<file path="src/rtl/sobel_ctrl_pkg.sv">
// Shared types and constants for the sobel frame sequencer.
package sobel_ctrl_pkg;

  typedef enum logic [2:0] {IDLE, LOAD, PREP, KICK, RUN, READ} ctrl_state_e;

  localparam int unsigned ENG_RST_CYCLES_DEF = 2;
  localparam int unsigned TIMEOUT_W          = 32;

endpackage

</file>
<file path="src/rtl/sobel_rd_fifo.sv">
// Two-entry readout FIFO that also tracks one in-flight memory read so the
// issuer never requests more data than the FIFO can absorb.
module sobel_rd_fifo #(
  parameter int unsigned DATA_WIDTH = 8
) (
  input  logic                  clk,
  input  logic                  rst_n,
  input  logic                  issue,
  input  logic                  pop,
  input  logic [DATA_WIDTH-1:0] rdata,
  output logic                  can_issue,
  output logic                  valid,
  output logic [DATA_WIDTH-1:0] data
);

  logic                  inflight;
  logic [1:0]            count;
  logic                  wr_ptr;
  logic                  rd_ptr;
  logic                  pop_ok;
  logic [DATA_WIDTH-1:0] mem [2];

  assign valid  = (count != 2'd0);
  assign pop_ok = pop && valid;
  assign data   = mem[rd_ptr];

  // A pop in this cycle frees a slot, which keeps readout at one pixel per cycle.
  assign can_issue = ({1'b0, count} + {2'b00, inflight}) < ({2'b00, pop_ok} + 3'd2);

  always_ff @(posedge clk) begin
    if (!rst_n) begin
      inflight <= 1'b0;
      count    <= '0;
      wr_ptr   <= 1'b0;
      rd_ptr   <= 1'b0;
    end else begin
      inflight <= issue;
      if (inflight) wr_ptr <= ~wr_ptr;
      if (pop_ok)   rd_ptr <= ~rd_ptr;
      count <= count + {1'b0, inflight} - {1'b0, pop_ok};
    end
  end

  always_ff @(posedge clk) begin
    if (inflight) mem[wr_ptr] <= rdata;
  end

endmodule

</file>
<file path="src/rtl/sobel_frame_ctrl.sv">
// Frame sequencer around the sobel engine: load, engine reset/kick, run, readout.
// Optional RUN watchdog enabled by defining SOBEL_FRAME_TIMEOUT_EN.
module sobel_frame_ctrl
  import sobel_ctrl_pkg::*;
#(
  parameter int unsigned DATA_WIDTH     = 8,
  parameter int unsigned ADDR_WIDTH     = 16,
  parameter int unsigned IN_PIXELS      = 4096,
  parameter int unsigned OUT_PIXELS     = 4096,
  parameter int unsigned ENG_RST_CYCLES = ENG_RST_CYCLES_DEF
`ifdef SOBEL_FRAME_TIMEOUT_EN
  , parameter int unsigned TIMEOUT_CYCLES = 65536
`endif
) (
  input  logic                  clk_i,
  input  logic                  rst_ni,
  input  logic                  load_cmd_i,
  input  logic                  host_wr_valid_i,
  output logic                  host_wr_ready_o,
  input  logic [DATA_WIDTH-1:0] host_wr_data_i,
  output logic                  host_rd_valid_o,
  input  logic                  host_rd_ready_i,
  output logic [DATA_WIDTH-1:0] host_rd_data_o,
  output logic                  eng_rst_no,
  output logic                  eng_start_o,
  input  logic [ADDR_WIDTH-1:0] eng_i_addr_i,
  output logic [DATA_WIDTH-1:0] eng_i_pixel_o,
  input  logic                  eng_o_wr_en_i,
  input  logic [ADDR_WIDTH-1:0] eng_o_addr_i,
  input  logic [DATA_WIDTH-1:0] eng_o_data_i,
  input  logic                  eng_finish_i,
  output logic                  imem_we_o,
  output logic [ADDR_WIDTH-1:0] imem_addr_o,
  output logic [DATA_WIDTH-1:0] imem_wdata_o,
  input  logic [DATA_WIDTH-1:0] imem_rdata_i,
  output logic                  omem_we_o,
  output logic [ADDR_WIDTH-1:0] omem_addr_o,
  output logic [DATA_WIDTH-1:0] omem_wdata_o,
  input  logic [DATA_WIDTH-1:0] omem_rdata_i,
  output logic                  busy_o,
  output logic                  frame_done_o,
  output logic                  error_o
);

  localparam logic [ADDR_WIDTH-1:0] LAST_IN   = ADDR_WIDTH'(IN_PIXELS - 1);
  localparam logic [ADDR_WIDTH-1:0] LAST_OUT  = ADDR_WIDTH'(OUT_PIXELS - 1);
  localparam logic [ADDR_WIDTH-1:0] LAST_PREP = ADDR_WIDTH'(ENG_RST_CYCLES - 1);
  localparam logic [ADDR_WIDTH-1:0] ADDR_ONE  = ADDR_WIDTH'(1);

  ctrl_state_e state, state_nxt;

  logic [ADDR_WIDTH-1:0] load_cnt;
  logic [ADDR_WIDTH-1:0] prep_cnt;
  logic [ADDR_WIDTH-1:0] rd_addr;
  logic [ADDR_WIDTH-1:0] out_cnt;
  logic                  rd_done;
  logic                  wr_hs;
  logic                  rd_hs;
  logic                  issue;
  logic                  can_issue;
  logic                  fifo_valid;
  logic [DATA_WIDTH-1:0] fifo_data;
  logic                  timeout;

  assign wr_hs           = (state == LOAD) && host_wr_valid_i;
  assign host_rd_valid_o = (state == READ) && fifo_valid;
  assign host_rd_data_o  = host_rd_valid_o ? fifo_data : '0;
  assign rd_hs           = host_rd_valid_o && host_rd_ready_i;
  assign issue           = (state == READ) && !rd_done && can_issue;
  assign eng_i_pixel_o   = imem_rdata_i;
  assign busy_o          = (state != IDLE);
  assign eng_rst_no      = rst_ni && (state != PREP) && !timeout;

  sobel_rd_fifo #(
    .DATA_WIDTH(DATA_WIDTH)
  ) u_rd_fifo (
    .clk      (clk_i),
    .rst_n    (rst_ni),
    .issue    (issue),
    .pop      (rd_hs),
    .rdata    (omem_rdata_i),
    .can_issue(can_issue),
    .valid    (fifo_valid),
    .data     (fifo_data)
  );

  always_ff @(posedge clk_i) begin
    if (!rst_ni) state <= IDLE;
    else         state <= state_nxt;
  end

  always_comb begin
    state_nxt       = state;
    host_wr_ready_o = 1'b0;
    imem_we_o       = 1'b0;
    imem_addr_o     = '0;
    imem_wdata_o    = '0;
    omem_we_o       = 1'b0;
    omem_addr_o     = '0;
    omem_wdata_o    = '0;
    eng_start_o     = 1'b0;
    frame_done_o    = 1'b0;
    case (state)
      IDLE: if (load_cmd_i) state_nxt = LOAD;
      LOAD: begin
        host_wr_ready_o = 1'b1;
        imem_we_o       = host_wr_valid_i;
        imem_addr_o     = load_cnt;
        imem_wdata_o    = host_wr_data_i;
        if (wr_hs && (load_cnt == LAST_IN)) state_nxt = PREP;
      end
      PREP: if (prep_cnt == LAST_PREP) state_nxt = KICK;
      KICK: begin
        eng_start_o = 1'b1;
        state_nxt   = RUN;
      end
      RUN: begin
        imem_addr_o  = eng_i_addr_i;
        omem_we_o    = eng_o_wr_en_i;
        omem_addr_o  = eng_o_addr_i;
        omem_wdata_o = eng_o_data_i;
        if (eng_finish_i) begin
          frame_done_o = 1'b1;
          state_nxt    = READ;
        end else if (timeout) begin
          state_nxt = IDLE;
        end
      end
      READ: begin
        omem_addr_o = rd_addr;
        if (rd_hs && (out_cnt == LAST_OUT)) state_nxt = IDLE;
      end
      default: state_nxt = IDLE;
    endcase
  end

  // Counters sit at zero outside their own state, so each phase starts fresh.
  always_ff @(posedge clk_i) begin
    if (!rst_ni) begin
      load_cnt <= '0;
      prep_cnt <= '0;
      rd_addr  <= '0;
      rd_done  <= 1'b0;
      out_cnt  <= '0;
    end else begin
      if (state == LOAD) begin
        if (wr_hs) load_cnt <= load_cnt + ADDR_ONE;
      end else begin
        load_cnt <= '0;
      end

      if (state == PREP) prep_cnt <= prep_cnt + ADDR_ONE;
      else               prep_cnt <= '0;

      if (state == READ) begin
        if (issue) begin
          if (rd_addr == LAST_OUT) rd_done <= 1'b1;
          else                     rd_addr <= rd_addr + ADDR_ONE;
        end
        if (rd_hs) out_cnt <= out_cnt + ADDR_ONE;
      end else begin
        rd_addr <= '0;
        rd_done <= 1'b0;
        out_cnt <= '0;
      end
    end
  end

`ifdef SOBEL_FRAME_TIMEOUT_EN
  logic [TIMEOUT_W-1:0] run_cnt;
  logic                 error_q;

  // Finish has priority: a timeout only fires in a RUN cycle without finish.
  assign timeout = (state == RUN) && !eng_finish_i &&
                   (run_cnt == TIMEOUT_W'(TIMEOUT_CYCLES - 1));
  assign error_o = error_q;

  always_ff @(posedge clk_i) begin
    if (!rst_ni) begin
      run_cnt <= '0;
      error_q <= 1'b0;
    end else begin
      if (state == RUN) run_cnt <= run_cnt + TIMEOUT_W'(1);
      else              run_cnt <= '0;
      if ((state == IDLE) && load_cmd_i) error_q <= 1'b0;
      else if (timeout)                  error_q <= 1'b1;
    end
  end
`else
  assign timeout = 1'b0;
  assign error_o = 1'b0;
`endif

endmodule

</file>
<file path="config.mk">
export PLATFORM = sky130hd
export DESIGN_NAME = sobel_frame_ctrl
export DESIGN_NICKNAME = d
export VERILOG_FILES = /design/src/rtl/sobel_ctrl_pkg.sv /design/src/rtl/sobel_rd_fifo.sv /design/src/rtl/sobel_frame_ctrl.sv
export SDC_FILE = /design/constraint.sdc
export NUM_CORES = 1
export LEC_CHECK = 0
export CAP_MARGIN = 20
export CORE_MARGIN = 2
export CORE_UTILIZATION = 40
export DETAILED_ROUTE_END_ITERATION = 10
export HOLD_SLACK_MARGIN = 0.06
export PLACE_DENSITY = 0.78
export RECOVER_POWER = 50
export SKIP_LAST_GASP = 1
export SYNTH_ARGS = -nofsm -noshare
export SYNTH_HDL_FRONTEND = slang
export SYNTH_HIERARCHICAL = 1
export SYNTH_SLANG_ARGS = --single-unit
</file>
<file path="constraint.sdc">
create_clock -name clk_i -period 3.8 [get_ports clk_i]
set_input_delay 0.95 -clock clk_i [delete_from_list [all_inputs] [get_ports clk_i]]
set_output_delay 0.95 -clock clk_i [all_outputs]
set_load 0.01 [all_outputs]
</file>
**Yosys cells after proc, flatten, opt, wreduce, memory -nomap -nowiden**

Memories as Yosys holds them, arrays and structs flattened. A register that Yosys moved wholly into a read port is not among the register bits.
Index checks and enable logic that the tools add are counted.

- Bits in registers: 73
- RAM bits: 16
- Input bits: 71
- Output and inout port bits: 73
- Memories kept: 1

- $add $sub $neg: 8
- Magnitude comparators: 1
- Equal/unequal tests: 15
- Mux-type cells: 21
- Bitwise gates (word level): 3
- Reductions and logical operators: 19

Memories:

| memory | depth | width | read ports | clocked after Yosys merged registers in | write ports | line | text |
|---|---|---|---|---|---|---|---|
| u_rd_fifo.mem | 2 | 8 | 1 | 1 | 1 | sobel_rd_fifo.sv:21 | `logic [DATA_WIDTH-1:0] mem [2];` |

Operators with widths:

| cell | count |
|---|---|
| adder 16 x 1 -> 16 bit, second input constant | 4 |
| case mux 16 bit (2 select lines) | 2 |
| equality test 16 x 12 -> 1 bit, second input constant | 3 |
| two-way mux 8 bit | 3 |
| case mux 3 bit (6 select lines) | 1 |
| equality test 16 x 1 -> 1 bit, second input constant | 1 |
| two-way mux 3 bit | 5 |
| two-way mux 1 bit | 10 |
| AND reduction 2 bit | 5 |
| logical AND 1 bit | 9 |
| equality test 3 x 2 -> 1 bit, second input constant | 2 |
| equality test 3 bit, second input constant | 2 |
| != test 2 bit, second input constant | 3 |
| AND reduction 5 bit | 1 |
| != test 2 x 1 -> 1 bit, second input constant | 2 |
| adder 1 x 2 -> 3 bit, second input constant | 1 |
| adder 2 x 1 -> 3 bit | 1 |
| equality test 3 x 1 -> 1 bit, second input constant | 1 |
| logical NOT 3 bit | 1 |
| < comparator 3 bit | 1 |
| != test 3 x 2 -> 1 bit, second input constant | 1 |
| NOT 1 bit | 3 |
| nonzero test 3 bit | 1 |
| adder 2 x 1 -> 2 bit | 1 |
| other kinds (3) | 3 |

**Longest topological paths before layout**

- Depth in word-level cells: 8
- Depth in mapped cells: 11

**Cells and area by module**

The synthesis kept the hierarchy.

Modules (own cells, without submodules):

| module | times used | cells an instance | area an instance (um^2) | seq. area each (um^2) |
|---|---|---|---|---|
| sobel_frame_ctrl | 1 | 447 | 3776.1 | 1361.3 |
| sobel_rd_fifo | 1 | 53 | 879.6 | 600.6 |

**Worst setup path after synthesis**

Ideal clock, no wire load.

- Kind: input to register
- Start: in host_rd_ready_i
- End: reg rd_addr[9]
- Arrival time: 2.947 ns
- Slack: 0.738 ns
- Cell stages on the path: 9
- Cell sequence: nand2_1 > nor2_1 > o21a_1 > o2bb2ai_1 > or2b_2 > or4_4 > a211oi_2 > xnor2_1 > nor2_1

- Cells in the longest elaborated chain, start to end: 6

Ends and longest elaborated chain:

| what | line | text |
|---|---|---|
| start: declaration | sobel_frame_ctrl.sv:22 | `input logic host_rd_ready_i,` |
| logical AND 1 bit | sobel_frame_ctrl.sv:68 | `assign rd_hs = host_rd_valid_o && host_rd_ready_i;` |
| net rd_hs | sobel_frame_ctrl.sv:58 | `logic rd_hs;` |
| logical AND 1 bit | sobel_rd_fifo.sv:24 | `assign pop_ok = pop && valid;` |
| net u_rd_fifo.pop_ok | sobel_rd_fifo.sv:20 | `logic pop_ok;` |
| adder 1 x 2 -> 3 bit | sobel_rd_fifo.sv:28 | `assign can_issue = ({1'b0, count} + {2'b00, inflight}) < ({2'b00, pop_ok} + 3'd2);` |
| < comparator 3 bit | sobel_rd_fifo.sv:28 |  |
| net can_issue | sobel_frame_ctrl.sv:60 | `logic can_issue;` |
| logical AND 1 bit | sobel_frame_ctrl.sv:69 | `assign issue = (state == READ) && !rd_done && can_issue;` |
| AND reduction 2 bit (no source line) | n/a |  |
| end signal: assignment | sobel_frame_ctrl.sv:158 | `else rd_addr <= rd_addr + ADDR_ONE;` |
| end: declaration | sobel_frame_ctrl.sv:54 | `logic [ADDR_WIDTH-1:0] rd_addr;` |

The timed path passes the listed nets, and every way through them passes these cells.
A chain may end at the register's enable or synchronous reset.

**Final worst setup path**

- Start: reg state[1]
- End: out imem_addr_o[14]

- Cells in the longest elaborated chain, start to end: 2

Ends and longest elaborated chain:

| what | line | text |
|---|---|---|
| start: declaration | sobel_frame_ctrl.sv:50 | `ctrl_state_e state, state_nxt;` |
| start signal: assignment | sobel_frame_ctrl.sv:89 | `else state <= state_nxt;` |
| equality test 3 bit or equality test 3 x 1 -> 1 bit (tied branches) | sobel_frame_ctrl.sv:103 | `case (state)` |
| case mux 16 bit (2 select lines) * | sobel_frame_ctrl.sv:103 |  |
| end: declaration | sobel_frame_ctrl.sv:33 | `output logic [ADDR_WIDTH-1:0] imem_addr_o,` |

Mark *: on every way between the ends. The rest lies on a longest branch, timed or not.

==> metrics.txt <==
Critical path buffers and inverters=2; most frequent cells in the layout=clkdlybuf4s50_1, dfxtp_1, nor2_1; Finished Core Util=54.97%; root buffer cell=clkbuf_16; Die X=111.9 um; xor and xnor area share after synthesis=10.45%; Pre-antenna DRT Iters=4; status=completed; proportion of synthesized area in mux cells=3.225%; worst path cell trace=nor2_1 -> and2_1 -> buf_4 -> a22o_1 -> clkdlybuf4s50_1; Post-synth EDFFs=16; crit path kind=flop to primary output; post-synthesis cell area=4656 um2; Post-CTS Resized=0; grt ovf=0; Max-Cap Viols=0; # DRC=0; final WL=10630 um; most common cell after layout, fill and taps aside=clkdlybuf4s50_1; clock buffer depth=2; actual slew at the worst max-slew pin=1269 ps; minimum clock period=3463 ps; TritonCTS clock tree=built; Layout area overhead=34.24%; largest family of logic cells by synthesized area=simple AND/OR/NAND/NOR gates; ANT cells=0; Req. time, crit path=2850 ps; hold_buf cts=0; Slew headroom=15.40%; Clk pin slew, worst setup/hold paths=60 ps; via count of the routed design=3967; Peak VDD IR=0.1822 mV; num rows=39; largest net degree at the start of global routing=34; library cells used by synthesis=54; first-pass GRT wire length=18090 um; number of DRC markers in iteration 0=69; nets@finish=692; vias in the first global route=3999; I/O pin count=144; worst-skew pair later-pin latency=330 ps; pins over their slew limit=0; Synth Area in Simple Gates=26.07%; Seq/Total Area, Yosys=42.14%; number of port buffers=126; Final Hold Fails=0; fraction of layout cells with a size suffix above 1=6.483%; Fmax achieved=288.8 MHz; final worst-path cycle share=91.13%; main flop type after synthesis=dfxtp_1; total clock sinks=90; Static Leak=0.002176 uW; Layout Skew=5.457 ps; slowest stage delay, CP=550 ps; antenna violations before repair=0; syn avg cell area=9.311 um2; Post-DP HPWL=7784 um; syn nets=580; setup ws final=337.1 ps; Avg Vias per Cell=5.220; Compound-Gate Fraction of Synth Area=10.51%; Critical Path Start Type=flop; crit-path leading delay family=buffers and inverters; Max FO, Critical Path=33; GR Util All Layers=17.33%; RSZ-0062 raised after global routing=no; CP endpoint kind=primary output; top cell type's share of synthesized area=31.82%; Yosys top cell by area=dfxtp_1; pwr dens=376.0 nW/um2; final setup vio count=0; adder and majority cell fraction of the synthesized area=2.419%; Crit path arrival time=2510 ps; ranking of synthesized cells by area=dfxtp_1, edfxtp_1, a22o_1; Starting Density=40.95%; RD Place Congestion=0.7917; Die Ht=111.9 um; core area=11370 um2; pre-CTS setup slack=293.6 ps; CTS HTree Levels=3; die area=12520 um2; Setup Fix Bufs, Post-CTS=0; Yosys reg bits=90; Power, Total=2350 uW; HP Class=flop to flop; YS warnings=6; cts bufs inserted=9; routed len/inst=13.99 um; # fillers=1005; CP max stage cell=clkdlybuf4s50_1; Setup TNS=0 ps; Synth Instances=500; asr flop ratio synth=0%; Hold WS=482.0 ps; Routed Antenna Nets=0
stage by stage:
stage | instance area, um2 | instances
after CTS | 6269 | 759
after global routing | 6250 | 760
after global placement | 5957 | 743
after detailed placement | 5957 | 743
after floorplan | 4656 | 500
final | 6250 | 760
cell usage after synthesis (2+ instances only):
cell type  count
a2111oi_0      3
a211oi_1       5
a21oi_1        9
a22o_1        29
a31oi_1        2
and2_1        15
and3_1        26
and3b_2        2
and4_1         5
buf_2          2
buf_4         11
buf_6          2
clkbuf_1      16
dfxtp_1       74
edfxtp_1      16
ha_1           9
inv_1         13
mux2_2         8
mux2i_1        6
nand2_1       27
nand3_1       20
nand4_1       16
nor2_1        67
nor2b_1        5
nor3_1         7
nor3b_1        3
nor4_1         6
nor4_4         2
o21a_1         2
o21ai_0       12
or3_1          6
xnor2_1       29
xor2_1        24
sequential cells by signal, indices dropped and copies added (netlist names), named ones only:
name	cells
load_cnt	16
out_cnt	16
prep_cnt	16
rd_addr	16
rd_done	1
state	3
u_rd_fifo/count	2
u_rd_fifo/inflight	1
u_rd_fifo/mem	16
u_rd_fifo/rd_ptr	1
u_rd_fifo/wr_ptr	1
worst paths after layout:
kind / cells after the start / startpoint / slack [ps] / end
hold / removal: 1 / prep_cnt[0] / 480 / prep_cnt[0]
setup reg to reg: 9 / state[2] / 670 / rd_addr[9]
hold reg to reg: 1 / prep_cnt[0] / 480 / prep_cnt[0]
setup / recovery: 5 / state[1] / 340 / imem_addr_o[14]
where the power goes:
| group | total (uW) | switching [uW] | internal, uW |
|---|---|---|---|
| combinational | 411 | 189 | 222 |
| sequential | 1020 | 32.5 | 985 |
| clock | 921 | 348 | 574 |
| total | 2350 | 569 | 1780 |
worst reg2reg max path: cells and delay by family, from the launching register on:
kind | cells | cell delay [ps]
AO/OA/AOI/OAI | 3 | 650
AND/OR/NAND/NOR | 5 | 1420
XOR/XNOR | 1 | 150
flip-flops | 1 | 740
metal layers:
metal | share of wire [%] | GRT usage [%] | routed length, um | vias to the layer above
met5 | 0 | 0 | 0 | -
met2 | 50 | 30.83 | 5334 | 89
met3 | 4.3 | 3.756 | 457 | 16
met4 | 1.6 | 6.667 | 174 | 0
met1 | 44 | 20.38 | 4667 | 1873
li1 | - | - | - | 1989
layout make-up:
| class | count | area [um2] | share of cell area (%) |
|---|---|---|---|
| Clock buffer | 11 | 232.7 | 3.724 |
| Clock inverter | 5 | 78.83 | 1.261 |
| Inverter | 13 | 48.80 | 0.7808 |
| Multi-Input combinational cell | 365 | 2446 | 39.14 |
| Sequential cell | 90 | 1962 | 31.39 |
| Tap cell | 143 | 178.9 | 2.863 |
| Timing Repair Buffer | 133 | 1303 | 20.84 |
logic make-up (layout without fill, tap and decap cells):
group | count (synthesis) | after routing
flops | 90 | 90
simple gates | 221 | 221
compound gates | 66 | 66
fa+ha+maj | 9 | 9
xor+xnor | 54 | 54
other cells | 1 | 1
buf+inv | 45 | 162
mux | 14 | 14
Power figures use the tool's default switching activity.
